`src/rtl/dec_seq_defs.vh`:
```
// Shared codes for the scan sequencer: FSM state encodings and the mode/dir input values.
// Included by the sequencer package, so the RTL and the bench see the same codes.
`ifndef DEC_SEQ_DEFS_VH
`define DEC_SEQ_DEFS_VH
localparam logic [1:0] DEC_ST_IDLE     = 2'd0;
localparam logic [1:0] DEC_ST_RUN      = 2'd1;
localparam logic [1:0] DEC_ST_FINISH   = 2'd2;
localparam logic       DEC_MODE_CONT   = 1'b0;
localparam logic       DEC_MODE_SINGLE = 1'b1;
localparam logic       DEC_DIR_UP      = 1'b0;
localparam logic       DEC_DIR_DOWN    = 1'b1;
`endif

```
`src/rtl/dec_scan_seq_pkg.sv`:
```
// Types and helpers for the 4-to-16 decoder scan sequencer.
package dec_scan_seq_pkg;
    `include "dec_seq_defs.vh"

    typedef enum logic [1:0] {
        ST_IDLE   = DEC_ST_IDLE,
        ST_RUN    = DEC_ST_RUN,
        ST_FINISH = DEC_ST_FINISH
    } state_t;

    localparam logic [3:0] LAST_STEP = 4'd15;

    // Address arithmetic wraps naturally in 4 bits: 15->0 and 0->15.
    function automatic logic [3:0] next_addr(input logic [3:0] addr, input logic dir);
        return (dir == DEC_DIR_DOWN) ? addr - 4'd1 : addr + 4'd1;
    endfunction
endpackage

```
`src/rtl/dec_scan_seq_tick_gen.sv`:
```
// Prescaler: pulses tick on the last cycle of every PRESCALE-cycle window while run is high.
module tick_gen #(
    parameter int PRESCALE = 4
) (
    input  logic clk,
    input  logic rst,
    input  logic clr,
    input  logic run,
    output logic tick
);
    logic [7:0] r_cnt;
    logic       w_at_end;

    assign w_at_end = (r_cnt == 8'(PRESCALE - 1));
    assign tick     = run && !clr && w_at_end;

    always_ff @(posedge clk or posedge rst) begin
        if (rst) begin
            r_cnt <= 8'd0;
        end else if (clr) begin
            r_cnt <= 8'd0;
        end else if (run) begin
            r_cnt <= w_at_end ? 8'd0 : r_cnt + 8'd1;
        end
    end
endmodule

```
`src/rtl/dec_scan_seq.sv`:
```
// Address scanner driving a 4-to-16 decoder: holds each address PRESCALE cycles,
// either wrapping forever or making one 16-address pass ending in a done pulse.
module dec_scan_seq
    import dec_scan_seq_pkg::*;
#(
    parameter int PRESCALE = 4
) (
    input  logic       clk,
    input  logic       rst,
    input  logic       start,
    input  logic       stop,
    input  logic       mode,
    input  logic       dir,
    input  logic       load,
    input  logic [3:0] load_val,
    output logic [3:0] w,
    output logic       en,
    output logic       busy,
    output logic       done
);
    state_t     r_state;
    state_t     w_state_next;
    logic [3:0] r_w;
    logic [3:0] w_w_next;
    logic [3:0] r_step;
    logic [3:0] w_step_next;
    logic       r_mode;
    logic       w_mode_next;
    logic       r_en;
    logic       r_busy;
    logic       r_done;
    logic       w_tick;
    logic       w_in_run;

    assign w_in_run = (r_state == ST_RUN);

    tick_gen #(.PRESCALE(PRESCALE)) u_tick_gen (
        .clk  (clk),
        .rst  (rst),
        .clr  (!w_in_run),
        .run  (w_in_run),
        .tick (w_tick)
    );

    always_comb begin
        w_state_next = r_state;
        w_w_next     = r_w;
        w_step_next  = r_step;
        w_mode_next  = r_mode;
        case (r_state)
            ST_IDLE: begin
                w_step_next = 4'd0;
                if (load) begin
                    w_w_next = load_val;
                end
                if (start && !stop) begin
                    w_state_next = ST_RUN;
                    w_mode_next  = mode;
                end
            end
            ST_RUN: begin
                // stop wins over a coincident tick
                if (stop) begin
                    w_state_next = ST_IDLE;
                end else if (w_tick) begin
                    if (r_mode == DEC_MODE_SINGLE && r_step == LAST_STEP) begin
                        w_state_next = ST_FINISH;
                    end else begin
                        w_w_next = next_addr(r_w, dir);
                        if (r_mode == DEC_MODE_SINGLE) begin
                            w_step_next = r_step + 4'd1;
                        end
                    end
                end
            end
            ST_FINISH: w_state_next = ST_IDLE;
            default:   w_state_next = ST_IDLE;
        endcase
    end

    always_ff @(posedge clk or posedge rst) begin
        if (rst) begin
            r_state <= ST_IDLE;
            r_w     <= 4'd0;
            r_step  <= 4'd0;
            r_mode  <= DEC_MODE_CONT;
            r_en    <= 1'b0;
            r_busy  <= 1'b0;
            r_done  <= 1'b0;
        end else begin
            r_state <= w_state_next;
            r_w     <= w_w_next;
            r_step  <= w_step_next;
            r_mode  <= w_mode_next;
            r_en    <= (w_state_next == ST_RUN);
            r_busy  <= (w_state_next == ST_RUN);
            r_done  <= (w_state_next == ST_FINISH);
        end
    end

    // Registers feed the decoder ports directly.
    assign w    = r_w;
    assign en   = r_en;
    assign busy = r_busy;
    assign done = r_done;
endmodule
```
`config.mk`:
```
export PLATFORM = sky130hd
export DESIGN_NAME = dec_scan_seq
export DESIGN_NICKNAME = d
export VERILOG_FILES = /design/src/rtl/dec_scan_seq_pkg.sv /design/src/rtl/dec_scan_seq_tick_gen.sv /design/src/rtl/dec_scan_seq.sv
export VERILOG_INCLUDE_DIRS = /design/src /design/src/rtl
export SDC_FILE = /design/constraint.sdc
export NUM_CORES = 1
export LEC_CHECK = 0
export ABC_AREA = 1
export CAP_MARGIN = 20
export CORE_ASPECT_RATIO = 1.5
export CORE_MARGIN = 2
export CORE_UTILIZATION = 35
export DETAILED_ROUTE_END_ITERATION = 16
export PLACE_DENSITY_LB_ADDON = 0.12
export SETUP_SLACK_MARGIN = 0.4
export SYNTH_ARGS = -nofsm -noshare
export SYNTH_HDL_FRONTEND = slang
export SYNTH_SLANG_ARGS = --single-unit
```
`constraint.sdc`:
```
create_clock -name clk -period 1.3 [get_ports clk]
set_input_delay 0.26 -clock clk [delete_from_list [all_inputs] [get_ports clk]]
set_output_delay 0.26 -clock clk [all_outputs]
set_load 0.02 [all_outputs]
```
# [Word level (Yosys, flattened, before mapping)]
# Index checks and enable logic that the tools add are counted.
[classes] add_sub_neg=4 eq_ne=10 mux=18 reduce_logical=9
[ops] op="$mux W4" n=9
[ops] op="$mux W8" n=2
[ops] op="$pmux W4 S2" n=2
[ops] op="$ne A2 B2 Y1 const B" n=5
[ops] op="$reduce_and A5 Y1" n=2
[ops] op="$add A4 B1 Y4 const B" n=2
[ops] op="$add A8 B1 Y8 const B" n=1
[ops] op="$eq A8 B2 Y1 const B" n=1
[ops] op="$mux W2" n=4
[ops] op="$eq A2 B1 Y1 const B" n=2
[ops] op="$eq A4 B4 Y1 const B" n=1
[ops] op="$pmux W2 S2" n=1
[ops] op="$sub A4 B1 Y4 const B" n=1
[ops] op="$logic_and A1 B1 Y1" n=3
[ops] op="$eq A2 B2 Y1 const B" n=1
[ops] op="$logic_not A2 Y1" n=1
[ops] op="$reduce_and A2 Y1" n=1
[ops] op="$reduce_bool A2 Y1" n=1
[ops] op="$logic_not A1 Y1" n=1
[word_totals] register_bits=21

# [Depth between registers and ports, before layout]
[logic_depth] ltp_word=7 mapped_depth=9 depth_no_buf=9

# [Modules after synthesis]
# From an unflattened synthesis, not the netlist that was laid out.
[hier_totals] hier_cells=171 area_unflattened_um2=1272.5
[modules_own_cells] module="dec_scan_seq" n_inst=1 cells_each=101 area_per_inst_um2=787.0
[modules_own_cells] module="tick_gen" n_inst=1 cells_each=70 area_per_inst_um2=485.5

# [Worst setup path after synthesis]
# OpenSTA, ideal clock, no wires.
[synth_timing] path_kind="reg-to-reg" start="reg r_w[0] (netlist: w[0])" end="reg r_w[2] (netlist: w[2])" arrival_time_ps=1301 required_time_ps=1235 slack_ps=-66 stages_incl_launch_ff=8 path_buffers=0 synth_period_minus_slack_ps=1366 path_cell_list="dfrtp_1 -> inv_1 -> fa_1 -> a21oi_1 -> o21ai_0 -> nand2_1 -> nand2_1 -> nand2_1"
[synth_between] elab_chain_len=6
[synth_lines] element="start: declaration" line_no="dec_scan_seq.sv:23" source="logic [3:0] r_w;"
[synth_lines] element="start signal: assignment" line_no="dec_scan_seq.sv:92" source="r_w <= w_w_next;"
[synth_lines] element="$add A4 B1 Y4 or $sub A4 B1 Y4 (tied branches)" line_no="dec_scan_seq_pkg.sv:15" source="return (dir == DEC_DIR_DOWN) ? addr - 4'd1 : addr + 4'd1;"
[synth_lines] element="$mux W4 (*)" line_no="dec_scan_seq_pkg.sv:15"
[synth_lines] element="$mux W4 (*)" line_no="dec_scan_seq.sv:66" source="if (r_mode == DEC_MODE_SINGLE && r_step == LAST_STEP) begin"
[synth_lines] element="$mux W4 (*)" line_no="dec_scan_seq.sv:65" source="end else if (w_tick) begin"
[synth_lines] element="$mux W4 (*)" line_no="dec_scan_seq.sv:63" source="if (stop) begin"
[synth_lines] element="$pmux W4 S2 (*)" line_no="dec_scan_seq.sv:50" source="case (r_state)"
# Every way passes the cells marked *; elsewhere a longest branch is shown, timed or not. The select of a mux whose other input is x is not followed.
# A chain may end at the register's enable or synchronous reset.

# [Final worst setup path]
[layout_timing] start="reg r_state[1]" end="reg r_w[2] (netlist: w[2])"
[layout_between] elab_chain_len=4
[layout_lines] element="start: declaration" line_no="dec_scan_seq.sv:21" source="state_t r_state;"
[layout_lines] element="start signal: assignment" line_no="dec_scan_seq.sv:91" source="r_state <= w_state_next;"
[layout_lines] element="$eq A2 B1 Y1" line_no="dec_scan_seq.sv:35, dec_scan_seq.sv:50"
[layout_lines] element="$logic_and A1 B1 Y1" line_no="dec_scan_seq_tick_gen.sv:15" source="assign tick = run && !clr && w_at_end;"
[layout_lines] element="$ne A2 B2 Y1 (no source line)"
[layout_lines] element="$reduce_and A5 Y1 (no source line)"
# Several ways; a longest one is shown, not always the timed one.

==> out/metrics.csv <==
metric;value;unit
status;finished with violations;
failing checks;setup timing;
minimum clock period;1300;ps
Clk pin slew, worst setup/hold paths;80;ps
routed len/inst;12.0;µm
root buffer cell;clkbuf_8;
Cells after Synth;154;
vias in the first global route;1216;
TritonRoute pass-1 iters;5;
slowest stage delay, CP;440;ps
hold crit path type;input pin to async pin;
leakage;0.914;nW
Unique masters post-synth;21;
Setup crit end;w[2];
gr usage total;0.174;
NumNets Final;221;
Slew @ Worst Pin;283;ps
CTS Sinks;21;
R2R Path Start;r_state[1];
Hold Fails Final Rpt;0;
Seq cells post-synth;21;
DRT antenna net count;0;
IR drop worst, VDD;0.000627;V
Startpoint Class;flop;
Core Util, Final;0.587;
Core ar.;0.00319;mm²
slew margin rel.;0.811;
number of diodes;0;
total gr overflow;0;
placed inst area;0.00156;mm²
critical setup path kind;flop to flop;
Filler Cells Inserted;289;
area delta synth->final;58.3;%
syn avg cell area;7.68;µm²
Via Count;1137;
Fin Setup TNS;-3.83;ps
worst-path fanout max;7;
setup violators final;1;
R2R cell count;8;
critical path's slowest cell;dfrtp_2;
Die Ht;75.2;µm
max-slew violation count;0;
Worst Path Buf+Inv;1;
critical path arrival;1460;ps
Seq/Total Area, Yosys;0.444;
Final WS setup;-3.83;ps
die area;0.00387;mm²
area of the multi-input gates;724;µm²
die width;51.5;µm
port bufs;17;
Placer Congestion;0.814;
Max Cap Viol;0;
Worst Path Required;1460;ps
initial antenna violation count;0;
cell count along the critical path;8;
worst-skew pair later-pin latency;260;ps
DR iter-0 viols;29;
Num CTS Buffers;3;
synth warn;0;
Residual DRC;0;
Worst setup startpoint;r_state[1];
Vias/cell;4.66;
smallest hold slack;328;ps
most used cell, CP;nand2_2;
largest net degree at the start of global routing;22;
R2R setup slack;-4;ps
Final Cycle Share;1.00;
layout cell share with drive strength beyond 1;0.466;
global-route wire length before repair;4.98;mm
CP Cell Sequence;nor2_4 -> nand2_2 -> nand2_2 -> nand2_2 -> nor2_4 -> inv_2 -> nand2_1 -> nand2_1;
Cell Rows;25;
Worst R2R End;w[2];
Critical Path End Type;flop;
RSZ-0062 raised after global routing;yes;
Post-Route WL;2.94;mm
initial core utilization;0.371;
maximum clock path buffer count;2;
H-tree levels;1;
post-synthesis cell area;0.00118;mm²
final instance area;0.00187;mm²
Fmax;767;MHz
Power Dens Cells;1030;mW/mm²
Detailed Place HPWL;2.04;mm
CP top delay family;simple AND/OR/NAND/NOR gates;
I/O pin cnt;18;
Clock Skews;1.77;ps
overall power;1.93;mW
register area;531;µm²
CTS tree;yes;
Synth Net Count;170;
flip-flops by register name (all words and copies together) (netlist names):
name	cells
r_state	2
u_tick_gen.r_cnt	8
busy	1
w	4
r_mode	1
r_step	4
done	1
synth_stat cells, drive strengths merged:
master	n	area [µm²]
xor2	2	17.5
a21oi	4	20.0
nand3	11	55.1
o21ai	8	40.0
dfrtp	21	526
xnor2	1	8.76
inv	23	86.3
nor2	20	95.1
mux2	1	11.3
fa	1	20.0
nor3	6	30.0
nand3b	1	7.51
nand2	48	190
buf	2	18.8
or2	1	6.26
ha	4	50.1
cells by family (layout without fill, tap and decap cells):
kind of cell               count (synthesis)  after routing  share of synthesized area
buffers and inverters                     25             75                     0.0889
AOI/OAI and AO/OA                         12             12                     0.0508
muxes                                      1              1                    0.00952
DFF                                       21             21                      0.444
adders and majority gates                  5              5                     0.0593
xor gates and xnor gates                   3              3                     0.0222
and+or+nand+nor                           87             87                      0.325
how the worst min path moves through the flow:
stage                     end  slack [ps]  cells after the start
global route             w[3]         380                      3
detailed placement  r_step[3]         520                      2
global placement    r_step[3]         500                      2
floorplan                busy         240                      1
finish                   done         330                      3
CTS                      w[3]         340                      3
power breakdown:
part	leakage [nW]	internal, mW	switching, mW
Clock	0.0228	0.219	0.214
Sequential	0.275	0.729	0.0742
Combinational	0.616	0.339	0.358
Total	0.914	1.29	0.646
metal layers:
layer,routed length [µm],global-route usage
met5,0,0
met4,55,0.102
met3,66,0.0258
met2,1670,0.325
met1,1150,0.181
placed cells by master, fill, tap and decap left out, types with 8 or more instances in the layout:
cell type | synthesis | layout
nor2_1 | 16 | 12
dfrtp_1 | 21 | 17
inv_2 | 2 | 9
nand2_2 | 4 | 12
nand2_1 | 44 | 34
inv_1 | 21 | 12
clkdlybuf4s50_1 | 0 | 9
buf_6 | 1 | 11
nand3_1 | 11 | 8
buf_4 | 1 | 27
final cells by class:
type,instances,area share
inverters,23,0.0515
flip-flops and latches,21,0.283
clock buffers,4,0.0241
multi-input cells,108,0.387
well taps,40,0.0267
repair buffers,48,0.227
timing repair:
item	CTS	global route
endpoints found under the hold margin	0	0
hold buffers	0	0
setup buffers	6	7
pin swaps	11	15
gates resized for setup	62	26
setup endpoints to repair	28	28
tightest hold or removal path, cell delays in order:
cell and delay [ps]:
clkdlybuf4s50_1 400, inv_1 50, buf_4 270
through the flow:
stage	setup slack [ps]	instances
after global routing	-101	244
after CTS	-17.5	237
after floorplan	37.2	154
after global placement	-360	227
after detailed placement	-368	227
final	-3.83	244
No activity file was read; power rests on OpenSTA's default activity.
